## config.mk

```make
export PLATFORM = sky130hd
export DESIGN_NAME = prbs7_predict
export DESIGN_NICKNAME = d
export VERILOG_FILES = /design/src/rtl/prbs_pkg.sv /design/src/rtl/prbs7_predict.sv
export SDC_FILE = /design/constraint.sdc
export NUM_CORES = 1
export LEC_CHECK = 0
export CORE_AREA = 2 2 39 41
export DETAILED_ROUTE_END_ITERATION = 10
export DIE_AREA = 0 0 41 43
export PLACE_DENSITY = 0.58
export RECOVER_POWER = 100
export SYNTH_ARGS = -nofsm -noshare
export SYNTH_HDL_FRONTEND = slang
export SYNTH_SLANG_ARGS = --single-unit
```

## constraint.sdc

```tcl
create_clock -name clk -period 1 [get_ports clk]
set_input_delay 0.15 -clock clk [delete_from_list [all_inputs] [get_ports clk]]
set_output_delay 0.15 -clock clk [all_outputs]
set_load 0.02 [all_outputs]
```

## src/rtl/prbs_pkg.sv

```systemverilog
`default_nettype none
// ============================================================================
//  Module      : prbs_pkg
//  Description : Shared PRBS7 definitions: sequence length, recurrence taps,
//                checker state encoding and the default generator seed.
//  Revision    : 1.0 - initial release
// ============================================================================
package prbs_pkg;

  // Recurrence b[n] = b[n-7] ^ b[n-6] (x^7 + x^6 + 1).
  // The history holds b[n-7] at index 0 and b[n-6] at index 1.
  localparam int PRBS7_LEN   = 7;
  localparam int PRBS7_TAP_A = 0;
  localparam int PRBS7_TAP_B = 1;

  // Bit 0 of the seed is the first bit emitted on the line.
  localparam logic [PRBS7_LEN-1:0] PRBS7_SEED = 7'b1101100;

  typedef enum logic [0:0] {
    SEARCH = 1'b0,
    LOCKED = 1'b1
  } prbs_state_t;

endpackage
`default_nettype wire

```

## src/rtl/prbs7_predict.sv

```systemverilog
`default_nettype none
// ============================================================================
//  Module      : prbs7_predict
//  Description : PRBS7 history register and next-bit predictor. While
//                searching, received bits are shifted in; once locked, the
//                predictor feeds back its own prediction and free-runs.
//  Ports       : clk  - clock, rising edge
//                rst  - synchronous active-high reset (clears history)
//                adv  - advance the history by one bit
//                load - 1: shift in din, 0: shift in the prediction
//                din  - received bit
//                hist - current 7-bit history (index 0 = oldest)
//                p    - predicted value of the next bit
//  Revision    : 1.0 - initial release
// ============================================================================
module prbs7_predict
  import prbs_pkg::*;
(
  input  logic                 clk,
  input  logic                 rst,
  input  logic                 adv,
  input  logic                 load,
  input  logic                 din,
  output logic [PRBS7_LEN-1:0] hist,
  output logic                 p
);

  always_comb begin
    p = hist[PRBS7_TAP_A] ^ hist[PRBS7_TAP_B];
  end

  // Newest bit enters at the top, the oldest falls off index 0.
  always_ff @(posedge clk) begin
    if (rst) begin
      hist <= '0;
    end else if (adv) begin
      hist <= {(load ? din : p), hist[PRBS7_LEN-1:1]};
    end
  end

endmodule
`default_nettype wire

```

==> PnR_summary.wiki <==
{| class="wikitable"
! Metric !! Value
|-
| Run status || complete, but fails checks
|-
| Violated checks || negative setup slack
|-
| Synth cell types || 9
|-
| Part of the power in the clock network || 0.424
|-
| Max Fanout on Critical Path || 2
|-
| Fraction of final layout cells sized beyond drive strength 1 || 0.490
|-
| Die Height || 43 um
|-
| Initial core utilization || 0.205
|-
| Number of buffers and inverters on the critical path || 1
|-
| Die boundary width || 41 um
|-
| Register with the most flip-flops || hist
|-
| Total routing resource utilization after global routing || 0.0926
|-
| Area Growth Syn to Fin || 78.0%
|-
| Final standard cell count with taps included and fillers excluded || 67
|-
| Int Power || 0.469 mW
|-
| Compound-Gate Fraction of Synth Area || 0.0308
|-
| Largest buffer count on any clock path || 2
|-
| Most frequent cells in the layout || 8 x sky130_fd_sc_hd__buf_4, 6 x sky130_fd_sc_hd__mux2i_1, 6 x sky130_fd_sc_hd__nor2_1, 6 x sky130_fd_sc_hd__clkbuf_4
|-
| Mapped cell area || 284 um2
|-
| Residual antenna-violating net count after detailed routing || 0
|-
| Number of nets produced by synthesis || 31
|-
| Clock tree from TritonCTS || done
|-
| Mean area per synthesized cell || between 10 and 15 um2
|-
| Sequential share of power || 0.478
|-
| Flip-flop count of the largest register after layout || 7
|-
| Max-slew headroom || 0.885
|-
| Remaining Overflow, GRT || 0
|-
| Switching fraction of total power || 0.209
|-
| Critical path startpoint category || flop
|-
| Met3 usage || 0.0524
|-
| Endpoints failing setup || 1
|-
| Highest-utilization routing layer at the global route stage || met2
|-
| Required arrival time at the worst endpoint || 0.85 ns
|-
| Minimum clock period after layout || 1.04 ns
|-
| Hold Crit Class || primary input to flop
|-
| CP startpoint || hist[1]
|-
| Net load switching power || approximately 0.12 mW
|-
| Synthesized instance count || 26
|-
| Arrival time of data at the critical path endpoint || slightly below 0.9 ns
|-
| Register clock-pin slew on the reported worst setup and hold paths || 0.05 ns
|-
| Drt total wl || 616 um
|-
| Total of flip-flops plus latches after synthesis || 7
|-
| GR Layer Usage met2 || 0.119
|-
| Mux cell area share after synthesis || 0.211
|-
| Maximum level of the CTS H-tree || 1
|-
| Post-synthesis share of cell area spent on and, or, nand and nor gates || 0.167
|-
| Final worst setup slack || -0.0433 ns
|-
| Global-route wire length before repair || between 1 and 1.5 mm
|-
| Setup Skew || between 0.0007 and 0.0008 ns
|-
| Met1 usage || 0.104
|-
| Most common cell after layout, fill and taps aside || sky130_fd_sc_hd__buf_4
|-
| Ant. Diodes || 0
|-
| Final Hold Violating Endpoints || 0
|-
| Total number of vias || around 260
|-
| Core area || 1380 um2
|-
| Die Area || 1760 um2
|-
| Antenna violations before repair || 0
|-
| Power consumption || 0.593 mW
|-
| Crit-path cells || xor2_2 > buf_6
|-
| Number of sinks driven by the clock tree || 7
|-
| Net count reported at finish || 57
|-
| # Max-Cap Violations || 0
|-
| Crit Reg-Reg Startpoint || hist[0]
|-
| Total I/O pin count || 13
|-
| I/O Buffers || 12
|-
| Post-DR wirelength/cell || 9.19 um
|-
| Largest family of logic cells by synthesized area || multiplexers
|-
| Largest registers ranked by flip-flop count || hist: 7 flops
|-
| CP max-delay cell || sky130_fd_sc_hd__dfxtp_2
|-
| Dpl hpwl || about 500 um
|-
| Part of the total power dissipated in combinational logic || 0.098
|-
| DR pass1 iterations || 3
|-
| DR vias/cell || 3.93
|-
| Sequential share of the synthesized area || 0.493
|-
| Cell total after placement || 62
|-
| Fraction of synthesized cell area in xor and xnor cells || 0.0308
|-
| Longest individual stage delay on the worst path || about 0.34 ns
|-
| Setup CP Type || flop to primary output
|-
| Post-detailed-route DRC marker count || 0
|-
| CTS Hold Buffers Added || 0
|-
| Synthesis Warnings || 0
|-
| Min-delay src || adv
|-
| Number of CTS-inserted buffers || 3
|-
| Worst Max-Slew Pin Slew || 0.172 ns
|-
| Critical Path Sink Type || primary output
|-
| Power density over the cells || ~1200 nW/um2
|-
| Final worst path period share || 1.04
|-
| Vias in the first global route || 262
|-
| Final weighted congestion in routability-driven placement || between 0.6 and 0.7
|-
| Initial DRC count || 4
|-
| Max Clock Freq || 958 MHz
|-
| Adder-cell share of the synthesized area || 0
|-
| Worst-skew pair later-pin latency || between 0.2 and 0.3 ns
|-
| Leak pwr || 0.266 nW
|-
| RSZ-0062 raised after global routing || yes
|-
| Maximum number of pins on one net before global-route repair || 8
|-
| Number of placement rows || 14
|-
| Number of max-slew violations in the final report || 0
|-
| Worst vdd rail ir drop || ~0.47 mV
|-
| Cell chosen for the clock root || sky130_fd_sc_hd__clkbuf_4
|-
| Delay-heaviest family, CP || flip-flops
|}
-- cell families after synthesis --
kind of cell,count (synthesis)
flip-flops,7
buffers and inverters,2
AO/OA/AOI/OAI,1
XOR/XNOR,1
AND/OR/NAND/NOR,9
multiplexers,6
-- Yosys cell counts --
library cell | instances | area, um2
sky130_fd_sc_hd__dfxtp_1 | 7 | 140
sky130_fd_sc_hd__mux2i_1 | 6 | 60.1
sky130_fd_sc_hd__nor2_1 | 6 | 22.5
sky130_fd_sc_hd__nor3b_1 | 2 | 15.0
sky130_fd_sc_hd__a211o_1 | 1 | 8.76
sky130_fd_sc_hd__and4b_1 | 1 | 10.0
sky130_fd_sc_hd__buf_4 | 1 | 7.51
sky130_fd_sc_hd__buf_6 | 1 | 11.3
sky130_fd_sc_hd__xor2_1 | 1 | 8.76
-- power by group through the flow --
stage / Combinational, mW / Clock, mW / Sequential, mW
floorplan: 0.0262 / 0 / 0.294
global placement: 0.0631 / 0 / 0.290
detailed placement: 0.0622 / 0 / 0.290
CTS: 0.0607 / 0.267 / 0.284
global route: 0.0630 / 0.280 / 0.284
finish: 0.0581 / 0.251 / 0.284
-- path summary, 6_finish.rpt --
check	end	slack [ns]	depth (start not counted)
worst max-delay path	p	-0.04	2
worst max register to register	hist[6]	0.01	3
worst min register to register	hist[5]	0.59	3
worst min-delay path	hist[4]	0.40	4
-- cell type report --
type | count | area [um2]
Timing Repair Buffer | 23 | 184
Fill cell | 143 | 878
Multi-Input combinational cell | 17 | 133
Sequential cell | 7 | 143
Clock buffer | 4 | 26.3
Tap cell | 16 | 20.0
-- tightest hold or removal path: cells and delay by family --
kind                   cells  cell delay, ns
buffers and inverters      2            0.32
muxes                      1            0.07
and+or+nand+nor            1            0.07
-- metrics by stage --
step | setup TNS [ns] | utilization | worst slack [ns] | instance area (um2) | hold WS, ns
final | -0.0433 | 0.365 | -0.0433 | 505 | 0.403
after global routing | -0.125 | 0.365 | -0.0888 | 505 | 0.429
after CTS | -0.0610 | 0.382 | -0.0610 | 528 | 0.599
after detailed placement | -2.35 | 0.354 | -0.263 | 490 | 0.581
after global placement | -2.44 | 0.354 | -0.265 | 490 | 0.573
after floorplan | 0 | - | 0.0373 | 294 | 0.357
-- metal layers --
metal  part of all wire  wire, um
met5                  0         0
met3              0.088        54
met2               0.46       281
met1               0.44       269
met4              0.016        10
-- repair_timing --
item	CTS	global route
cloned	0	0
pin swaps	1	1
resized for setup	34	5
setup buffers	1	0
endpoints found under the setup margin	8	9
Power figures use the tool's default switching activity.
